[src/rtl/serial_paralelo_if.sv]
// serial_paralelo_if: serial line and deserialised-word bus of the 10-bit link
// receiver.
//   entrada          serial bit, LSB of each word first
//   salida           last complete word (bit 0 = first bit received)
//   valido           one-cycle strobe, salida updated on this edge
//   alineado         word boundary locked
//   errorAlineacion  one-cycle strobe, comma found off the locked boundary
// Modports: master = line/consumer side, slave = receiver.
interface serial_paralelo_if #(
   parameter int cantidadBits = 10
);
   logic                    entrada;
   logic [cantidadBits-1:0] salida;
   logic                    valido;
   logic                    alineado;
   logic                    errorAlineacion;

   modport master (
      output entrada,
      input  salida, valido, alineado, errorAlineacion
   );

   modport slave (
      input  entrada,
      output salida, valido, alineado, errorAlineacion
   );
endinterface

[src/rtl/serial_paralelo.sv]
// serial_paralelo: receiver end of the 10-bit serial link. Shifts the LSB-first
// bit stream into a window, hunts for a comma (either disparity) to frame word
// boundaries, then emits one registered word with a valid strobe every
// cantidadBits clocks. A comma seen off the locked boundary forces re-alignment
// and raises errorAlineacion for one cycle.
// Ports:
//   clk          clock, all state changes on posedge
//   rstContador  asynchronous active-high reset, discards any partial word
//   bus          serial_paralelo_if.slave (entrada in; salida, valido,
//                alineado, errorAlineacion out)
module serial_paralelo #(
   parameter int                      cantidadBits = 10,
   parameter logic [cantidadBits-1:0] comma        = 10'b0011111010
) (
   input  logic                clk,
   input  logic                rstContador,
   serial_paralelo_if.slave    bus
);

   localparam int CW = (cantidadBits > 1) ? $clog2(cantidadBits) : 1;
   localparam int LW = $clog2(cantidadBits + 1);
   localparam logic [CW-1:0] ULTIMO = CW'(cantidadBits - 1);
   localparam logic [LW-1:0] LLENO  = LW'(cantidadBits);
   localparam logic [LW-1:0] CASI   = LW'(cantidadBits - 1);

   typedef enum logic {BUSCANDO, ALINEADO} estado_t;

   estado_t                 estado, estadoNext;
   logic [cantidadBits-1:0] ventana, ventanaNext;
   logic [cantidadBits-1:0] salida, salidaNext;
   logic [LW-1:0]           llenado, llenadoNext;
   logic [CW-1:0]           contador, contadorNext;
   logic                    valido, validoNext;
   logic                    errorAl, errorAlNext;
   logic                    esComma;

   always_ff @(posedge clk or posedge rstContador) begin
      if (rstContador) begin
         estado   <= BUSCANDO;
         ventana  <= '0;
         salida   <= '0;
         llenado  <= '0;
         contador <= '0;
         valido   <= 1'b0;
         errorAl  <= 1'b0;
      end else begin
         estado   <= estadoNext;
         ventana  <= ventanaNext;
         salida   <= salidaNext;
         llenado  <= llenadoNext;
         contador <= contadorNext;
         valido   <= validoNext;
         errorAl  <= errorAlNext;
      end
   end

   always_comb begin
      estadoNext   = estado;
      salidaNext   = salida;
      contadorNext = contador;
      validoNext   = 1'b0;
      errorAlNext  = 1'b0;

      // New bit enters at the MSB so that after cantidadBits shifts bit 0
      // holds the first bit received.
      ventanaNext = {bus.entrada, ventana[cantidadBits-1:1]};
      llenadoNext = (llenado == LLENO) ? llenado : llenado + 1'b1;

      // Only a completely filled window may match; the reset zeros would
      // otherwise complete a partial comma.
      esComma = ((ventanaNext == comma) || (ventanaNext == ~comma)) &&
                (llenado >= CASI);

      case (estado)
         BUSCANDO: begin
            if (esComma) begin
               salidaNext   = ventanaNext;
               validoNext   = 1'b1;
               contadorNext = '0;
               estadoNext   = ALINEADO;
            end
         end
         ALINEADO: begin
            if (contador == ULTIMO) begin
               // On-boundary word, comma or not.
               salidaNext   = ventanaNext;
               validoNext   = 1'b1;
               contadorNext = '0;
            end else if (esComma) begin
               salidaNext   = ventanaNext;
               validoNext   = 1'b1;
               errorAlNext  = 1'b1;
               contadorNext = '0;
            end else begin
               contadorNext = contador + 1'b1;
            end
         end
         default: estadoNext = BUSCANDO;
      endcase
   end

   assign bus.salida          = salida;
   assign bus.valido          = valido;
   assign bus.errorAlineacion = errorAl;
   assign bus.alineado        = (estado == ALINEADO);

endmodule

[src/flat_wrapper.sv]
// flat-port wrapper written by rule: the top's interface ports become plain ports
module serial_paralelo_flat 
#(
   parameter int                      cantidadBits = 10,
   parameter logic [cantidadBits-1:0] comma        = 10'b0011111010
)
  (clk, rstContador, bus_entrada, bus_salida, bus_valido, bus_alineado, bus_errorAlineacion);
  serial_paralelo_if #(.cantidadBits(cantidadBits)) bus_i ();
  input  logic clk;
  input  logic rstContador;
  input wire logic [$bits(bus_i.entrada)-1:0] bus_entrada;
  output wire logic [$bits(bus_i.salida)-1:0] bus_salida;
  output wire logic [$bits(bus_i.valido)-1:0] bus_valido;
  output wire logic [$bits(bus_i.alineado)-1:0] bus_alineado;
  output wire logic [$bits(bus_i.errorAlineacion)-1:0] bus_errorAlineacion;
  assign bus_i.entrada = bus_entrada;
  assign bus_salida = bus_i.salida;
  assign bus_valido = bus_i.valido;
  assign bus_alineado = bus_i.alineado;
  assign bus_errorAlineacion = bus_i.errorAlineacion;
  serial_paralelo #(.cantidadBits(cantidadBits), .comma(comma)) u_core (.clk(clk), .rstContador(rstContador), .bus(bus_i));
endmodule
[config.mk]
export PLATFORM = sky130hd
export DESIGN_NAME = serial_paralelo_flat
export DESIGN_NICKNAME = d
export VERILOG_FILES = /design/src/rtl/serial_paralelo_if.sv /design/src/rtl/serial_paralelo.sv /design/src/flat_wrapper.sv
export SDC_FILE = /design/constraint.sdc
export NUM_CORES = 1
export LEC_CHECK = 0
export CORE_ASPECT_RATIO = 1.75
export CORE_MARGIN = 2
export CORE_UTILIZATION = 49
export CTS_CLUSTER_DIAMETER = 30
export DETAILED_ROUTE_END_ITERATION = 8
export PLACE_DENSITY = 0.74
export SLEW_MARGIN = 20
export SYNTH_ARGS = -nofsm -noshare
export SYNTH_HDL_FRONTEND = slang
export SYNTH_SLANG_ARGS = --single-unit
[constraint.sdc]
create_clock -name clk -period 1.53 [get_ports clk]
set_clock_uncertainty 0.1 [all_clocks]
set_input_delay 0.2295 -clock clk [delete_from_list [all_inputs] [get_ports clk]]
set_output_delay 0.2295 -clock clk [all_outputs]
set_load 0.02 [all_outputs]
=== After elaboration in Yosys (flattened, before gate mapping) ===
Index checks and enable logic that the tools add are counted.
W data, S select, Z words.

* Flip-flop bits (word level): 31
* Input bits: 3
* Output and inout port bits: 13
* Logic and storage cells: 31

* Add/sub/neg operators: 2
* Order comparisons: 1
* Equal/unequal tests: 5
* Multiplexer cells: 13
* Bitwise logic cells: 1
* Reductions and logical operators: 2

{| class="wikitable"
|+ Operators with widths
! kind !! number
|-
| $mux W10 || 2
|-
| $pmux W10 S2 || 1
|-
| $mux W4 || 3
|-
| $eq A10 B10 Y1 const B || 1
|-
| $eq A10 B8 Y1 const B || 1
|-
| $add A4 B1 Y4 const B || 2
|-
| $eq A4 B4 Y1 const B || 2
|-
| $pmux W4 S2 || 1
|-
| $mux W1 || 5
|-
| $ge A4 B4 Y1 const B || 1
|-
| $ne A2 B1 Y1 const B || 1
|-
| $pmux W1 S2 || 1
|-
| $logic_and A1 B1 Y1 || 1
|-
| $logic_or A1 B1 Y1 || 1
|-
| $not A1 Y1 || 1
|}

=== Longest topological paths before layout ===
Gate-level depths: netlist of the first run.

* Depth in word-level cells: 6
* Mapped depth: 7

=== Worst setup path after synthesis of the first run ===
No wires, ideal clock.

* Kind: register to register
* From: register u_core.ventana[3]
* To: register u_core.salida[6], in the netlist u_core.bus.salida[6]
* Setup time: 0.133 ns
* Arrival: 1.400 ns
* Setup slack: -0.103 ns
* Stages on the path, launching flop included: 6
* Path buffers: 1
* Clock period less this slack: 1.633 ns
* Cell sequence: dfrtp_1 -> nand4bb_1 -> nor4_4 -> o21a_4 -> buf_12 -> o211ai_2

* Longest elaborated chain between the ends: 6

{| class="wikitable"
|+ RTL lines
! element !! line !! source
|-
| start, declared || serial_paralelo.sv:29 || <nowiki>logic [cantidadBits-1:0] ventana, ventanaNext;</nowiki>
|-
| start signal, assigned || serial_paralelo.sv:48 || <nowiki>ventana <= ventanaNext;</nowiki>
|-
| $eq A10 B8 Y1 or $eq A10 B10 Y1 (tied branches) || serial_paralelo.sv:71 || <nowiki>esComma = ((ventanaNext == comma) || (ventanaNext == ~comma)) &&</nowiki>
|-
| $logic_or A1 B1 Y1 * || serial_paralelo.sv:71 ||
|-
| $logic_and A1 B1 Y1 * || serial_paralelo.sv:71 ||
|-
| $mux W10 * || n/a ||
|-
| $mux W10 || n/a ||
|-
| $pmux W10 S2 * || n/a ||
|-
| net u_core.salidaNext[6] || serial_paralelo.sv:30 || <nowiki>logic [cantidadBits-1:0] salida, salidaNext;</nowiki>
|-
| end signal, assigned || serial_paralelo.sv:49 || <nowiki>salida <= salidaNext;</nowiki>
|-
| end, declared || serial_paralelo.sv:30 ||
|}

Mark *: on every way through the listed nets, which the timed path passes. The rest lies on a longest branch.
A chain may end at the register's enable or synchronous reset.

=== Worst setup path after layout of the first run ===
* From: register u_core.llenado[1]
* To: register u_core.salida[7], in the netlist u_core.bus.salida[7]

* Longest elaborated chain between the ends: 5

{| class="wikitable"
|+ RTL lines
! element !! line !! source
|-
| start, declared || serial_paralelo.sv:31 || <nowiki>logic [LW-1:0] llenado, llenadoNext;</nowiki>
|-
| start signal, assigned || serial_paralelo.sv:50 || <nowiki>llenado <= llenadoNext;</nowiki>
|-
| $ge A4 B4 Y1 * || serial_paralelo.sv:72 || <nowiki>(llenado >= CASI);</nowiki>
|-
| $logic_and A1 B1 Y1 * || serial_paralelo.sv:71 ||
|-
| $mux W10 * || n/a ||
|-
| $mux W10 || n/a ||
|-
| $pmux W10 S2 * || n/a ||
|-
| net u_core.salidaNext[7] || serial_paralelo.sv:30 ||
|}

Marked as above.

==> results of run 1 <==
## per-stage QoR
step	utilization [%]	hold slack, ps
floorplan	-	161
global placement	63.4	295
detailed placement	63.4	322
CTS	71.2	233
global route	74.9	254
finish	74.9	220
## logic make-up after synthesis
family	after synthesis	share of synthesized area (%)
simple gates	52	19.5
compound gates	24	14.4
fa+ha+maj	6	5.35
mux	2	1.52
buf+inv	12	4.46
flops	30	53.5
xor+xnor	2	1.25
## cells in the mapped netlist, types with 2 or more instances
master	n	area share, %
nand2b_1	2	0.89
nor2_1	5	1.3
inv_1	6	1.6
clkbuf_1	3	0.80
nand3_1	9	3.2
a21oi_1	2	0.71
xnor2_1	2	1.2
nand2_1	26	7.0
o211ai_1	8	4.3
dfrtp_1	30	54
o21ai_0	5	1.8
o211ai_2	6	5.4
ha_1	6	5.4
## state kept, by name (all words and copies together), names as in the netlist
name,cells
u_core.bus.salida,10
u_core.ventana,9
u_core.contador,4
u_core.llenado,4
u_core.bus.alineado,1
u_core.bus.errorAlineacion,1
u_core.bus.valido,1
## timing repair
action                                 in CTS  in global routing
resized for setup                          25                 17
setup endpoints to repair                  30                 17
endpoints found under the hold margin       0                  0
gates cloned                                2                  0
pin swaps                                  16                 10
hold buffers                                0                  0
setup buffers                               9                  5
## placed cells by master (no fill, tap or decap), types with 3 or more instances in the layout
cell / instances
buf_4: 30
buf_6: 8
clkbuf_8: 6
dfrtp_1: 30
dlygate4sd2_1: 13
ha_1: 3
inv_1: 3
inv_2: 3
nand2_1: 25
nand3_1: 8
nor2_2: 3
o211ai_1: 8
o211ai_2: 6
o21ai_0: 4
## worst register-to-register path: stages, from the launching register on
cell and delay, ps:
dfrtp_1 400, inv_2 110, ha_4 140, inv_2 20, o31a_1 350, buf_6 160
o21a_4 150, o211ai_2 140
## path summary, 6_finish.rpt
kind	startpoint	endpoint	slack, ps	depth (start not counted)
min in group clk	u_core.ventana[9]	u_core.ventana[8]	420	0
setup / recovery	u_core.llenado[1]	u_core.bus.salida[7]	-110	7
hold reg to reg	u_core.ventana[9]	u_core.ventana[8]	420	0
setup reg to reg	u_core.llenado[1]	u_core.bus.salida[7]	-110	7
max in group asynchronous	rstContador	u_core.llenado[0]	840	3
hold / removal	rstContador	u_core.ventana[8]	220	3
## power by group through the flow
stage                     clock (mW)  combinational, mW  sequential (mW)
after floorplan                    0              0.317             1.25
after global placement             0              0.866             1.09
after detailed placement           0              0.894             1.10
after CTS                      0.664              0.831             1.09
after global routing           0.695              0.942             1.11
final                          0.655              0.857             1.09
## metal layers
metal | track usage [%] | vias to the layer above | routed length [µm]
li1 | - | 560 | -
met1 | 23.1 | 594 | 1270
met3 | 6.47 | 11 | 123
met2 | 43.1 | 27 | 2070
met5 | 0 | - | 0
met4 | 16.8 | 0 | 108
## final cells by class
type                       instances  area (µm²)
clock buffer                       7        86.3
tap                               27        33.8
sequential                        30         751
inverter                           6        22.5
clock inverter                     1        5.00
multi-input combinational         87         684
fill                             191         684
timing repair buffer              54         454
==> reports/metrics.yaml, run 1 <==
placement:
  place_hpwl_mm: 2.20
  gp_congestion: 0.795
  io_buffers: 15
  place_ws_ps: -246
  dp.cells: 188
  dpl_cell_area_mm2: 0.00173
clock_network:
  clock_latency_ps: 280
  path_clk_slew_ps: 70
  cts-root-buf: "clkbuf_8"
  tritoncts: "built"
  cts.htree.levels: 2
  cts_made_buffers: 5
  clock-sinks: 30
  clock_path_buffers: 2
pwr:
  intPower_mw: 1.75
  seqPwrFrac_pct: 41.9
  comb_power_share_pct: 32.9
  pwr-share-clk_pct: 25.1
  p_leak_nw: 0.933
  vdd_ir_drop_max_mv: 0.894
  swShare_pct: 33.0
  p_switching_mw: 0.859
  power_mw: 2.60
  p_per_area_mw_per_mm2: 1280
die:
  die_h_um: 74.8
  fp-row-count: 25
  core_mm2: 0.00272
  die_w_um: 44.4
  ios: 16
  start_util_pct: 51.5
  dieArea_mm2: 0.00332
synth:
  synth_warnings: 0
  synthDistinctLibCells: 31
  yosysSeqAreaShare_pct: 53.5
  synth.avg_cell_area_um2: 11.0
  ys_ff_latch: 30
  ys_async_sr_fraction_pct: 100
  ys_dominant_reg_cell: "dfrtp_1"
  syn_nets: 137
  synth-edff-count: 0
  syn_area_mm2: 0.00140
  postSynthCellCount: 128
sta:
  slew_violations: 0
  setup-violations-final: 16
  setup-tns-final_ps: -1020
  min_period_over_period_pct: 107
  max_freq_mhz: 611
  rsz0062_at_grt: "true"
  hold_violations: 0
  min_period_ps: 1640
  slew_headroom_pct: 75.1
  setup_ws_ps: -108
  worstMarginPinSlew_ps: 374
finish:
  diodes: 0
  final_area_mm2: 0.00204
  stdcell_count: 212
  nNetsFinal: 193
  synthToLayoutAreaGrowth_pct: 45.2
  drive_gt1_share_pct: 38.9
global_routing:
  grt_max_degree: 31
  grt_antenna_before_repair: 0
  track_usage_pct: 24.1
  first_global_vias: 1186
  grt_pass1_wl_mm: 5.53
  grt-ovfl-total: 0
setup_path:
  critical_path_buf_inv_count: 3
  cpPeakStageDelay_ps: 400
  cp-start-kind: "register"
  path_max_fanout: 7
  criticalPathCategory: "register to register"
  crit_family: "compound AO/OA/AOI/OAI gates"
  cp_cell_sequence: "inv_2 -> ha_4 -> inv_2 -> o31a_1 -> buf_6 -> o21a_4 -> o211ai_2"
  cp_common_cell: "inv_2"
  endpoint_kind: "register"
  crit_required_ps: 1640
  slowest_stage: "dfrtp_1"
  cp_data_arrival_time_ps: 1750
outcome:
  violations: "negative setup slack"
  outcome: "complete, but fails checks"
drt:
  ant_nets: 0
  wire_per_inst_um: 16.9
  wirelength_mm: 3.58
  drt-vias-per-instance: 5.62
  vias: 1192
  drt_drc_violations_left: 0
  drtIter0Drc: 17
  dr.pass1.iters: 4
job:
  cap_violations: 0
hold_path:
  min_path_type: "primary input to asynchronous set/reset pin"
No activity file was read; power rests on OpenSTA's default activity.
==> inputs of run 2 (changes only) <==
--- a/config.mk
+++ b/config.mk
@@ -12,4 +12,5 @@
 export DETAILED_ROUTE_END_ITERATION = 8
 export PLACE_DENSITY = 0.74
+export SKIP_CTS_REPAIR_TIMING = 1
 export SLEW_MARGIN = 20
 export SYNTH_ARGS = -nofsm -noshare
--- a/constraint.sdc
+++ b/constraint.sdc
@@ -3,3 +3,3 @@
 set_input_delay 0.2295 -clock clk [delete_from_list [all_inputs] [get_ports clk]]
 set_output_delay 0.2295 -clock clk [all_outputs]
-set_load 0.02 [all_outputs]
+set_load 0.005 [all_outputs]
==> run 2 against run 1 <==
The run still ends with negative setup slack left. Non-clock buffer count shrank 11. Critical path depth unchanged. Cell count fell by 5.2%. Hold slack got worse by 1.6 ps. Critical endpoint is now u_core.bus.salida[6]. Via count down 8.0%. Combinational power fell by 13%. Total power down 4.5%. Register-to-register slack barely moved. Routed wire length fell by 16%. Setup slack got worse by 12 ps. Sequential cell count did not move.
==> reports/metrics.yaml, run 2 (synthesized netlist as in run 1, its figures left out) <==
outcome:
  outcome: "complete, but fails checks"
  violations: "negative setup slack"
sta:
  slew_violations: 0  # unchanged
  min_period_over_period_pct: 108  # +0.80 points
  hold_violations: 0  # unchanged
  slew_headroom_pct: 75.7  # +0.59 points
  min_period_ps: 1650  # +12.3 ps
  max_freq_mhz: 606  # -0.75%
  setup_ws_ps: -120  # -12.3 ps
  holdWs_ps: 218  # -1.57 ps
  setup-violations-final: 17  # +1
  rsz0062_at_grt: "true"
  worstMarginPinSlew_ps: 365  # -8.90 ps
finish:
  final_cell_mix: "30 x dfrtp_1, 26 x nand2_1, 24 x buf_4"
  largest-register: "u_core.bus.salida"
  seqCellArea_um2: 751  # unchanged
  multi_input_area_um2: 633  # -7.5%
  drive_gt1_share_pct: 29.9  # -9.0 points
  fillers: 219  # +15%
  layout_commonest_cell: "dfrtp_1"
  top_regs: "u_core.bus.salida: 10 flops, u_core.ventana: 9 flops"
  nNetsFinal: 182  # -5.7%
  synthToLayoutAreaGrowth_pct: 36.6
  final_area_mm2: 0.00192  # -6.0%
  diodes: 0  # unchanged
  largest_reg_flops: 10  # unchanged
pwr:
  intPower_mw: 1.80  # +3.4%
  pwr-share-clk_pct: 25.9  # +0.8 points
  seqPwrFrac_pct: 44.0  # +2.1 points
  power_mw: 2.49  # -4.5%
  swShare_pct: 27.5  # -5.5 points
  p_leak_nw: 0.863  # -7.5%
  p_switching_mw: 0.684  # -20%
  p_per_area_mw_per_mm2: 1300  # +1.6%
  comb_power_share_pct: 30.1  # -2.8 points
  vdd_ir_drop_max_mv: 0.899  # +0.60%
placement:
  dpl_cell_area_mm2: 0.00174  # +0.72%
  gp_congestion: 0.850  # +6.9%
  place_hpwl_mm: 2.14  # -2.7%
  io_buffers: 15  # unchanged
  place_ws_ps: -208  # +38.0 ps
global_routing:
  track_usage_pct: 20.4  # -3.7 points
  grt_max_degree: 31  # unchanged
  grt_antenna_before_repair: 0  # unchanged
  first_global_vias: 1088  # -8.3%
  grt-ovfl-total: 0  # unchanged
  grt_pass1_wl_mm: 4.74  # -14%
setup_path:
  r2r_setup_slack_ps: -120  # about the same
  r2r_start: "u_core.llenado[0]"
  cp-startpoint: "u_core.llenado[0]"
  criticalPathCategory: "register to register"
  endpoint_kind: "register"
  r2r_cells: 7  # unchanged
  cp-start-kind: "register"
  reg2reg_to: "u_core.bus.salida[6]"
  path_max_fanout: 7  # unchanged
  crit_required_ps: 1590  # -50 ps
  cp_data_arrival_time_ps: 1710  # -40 ps
drt:
  drtIter0Drc: 23  # +6
  ant_nets: 0  # unchanged
  drt_drc_violations_left: 0  # unchanged
  dr.pass1.iters: 4  # unchanged
  drt-vias-per-instance: 5.46  # -2.9%
  wire_per_inst_um: 14.9  # -12%
  vias: 1097  # -8.0%
  wirelength_mm: 3.00  # -16%
clock_network:
  tritoncts: "built"
  clock-sinks: 30  # unchanged
  clock_latency_ps: 280  # about the same
  cts-root-buf: "clkbuf_8"
  clock_path_buffers: 2  # unchanged
  cts.htree.levels: 2  # unchanged
  cts_made_buffers: 5  # unchanged
  path_clk_slew_ps: 60  # about the same
die:
  ios: 16  # unchanged
  start_util_pct: 51.5  # unchanged
  die_h_um: 74.8  # unchanged
  dieArea_mm2: 0.00332  # unchanged
  die_w_um: 44.4  # unchanged
  core_mm2: 0.00272  # unchanged
  fp-row-count: 25  # unchanged
job:
  cap_violations: 0  # unchanged
hold_path:
  min_path_type: "primary input to asynchronous set/reset pin"
-- run 2: worst max-delay path, stage by stage, from the launching register on --
cell      delay (ps)
dfrtp_1          420
inv_2             70
ha_1             140
inv_1             40
o31a_1           350
buf_12           180
o211ai_1         100
o211ai_2         130
-- run 2: cell type report --
| type | instances | area share, % |
|---|---|---|
| clock buffer | 7 | 4.51 |
| sequential | 30 | 39.2 |
| timing repair buffer | 43 | 20.1 |
| tap | 27 | 1.76 |
| multi-input combinational | 87 | 33.1 |
| inverter | 6 | 1.18 |
| clock inverter | 1 | 0.261 |
-- run 2: worst max path at each step --
stage | end
after detailed placement | u_core.bus.salida[1]
after global placement | u_core.bus.salida[0]
after CTS | u_core.bus.salida[1]
after global routing | u_core.bus.errorAlineacion
after floorplan | u_core.bus.salida[6]
final | u_core.bus.salida[6]
-- run 2: power groups by stage --
stage               registers (mW)  logic (mW)  clock network (mW)
global route                  1.12       0.836               0.703
CTS                           1.10       0.741               0.666
detailed placement            1.11       0.742                   0
global placement              1.09       0.721                   0
finish                        1.09       0.748               0.645
floorplan                     1.11       0.318                   0
-- run 2: per-stage QoR --
step	util (%)	setup TNS (ps)	std cells
after floorplan	-	-804	128
after global routing	70.4	-2710	201
after detailed placement	63.9	-2900	188
after global placement	63.9	-2100	188
final	70.4	-1430	201
after CTS	67.3	-1830	196
-- run 2: metal layers --
metal | routed length [µm] | vias to the layer above | track usage, %
li1 | - | 540 | -
met1 | 1190 | 531 | 22.5
met2 | 1670 | 21 | 34.2
met3 | 74 | 5 | 5.76
met4 | 73 | 0 | 12.1
met5 | 0 | - | 0
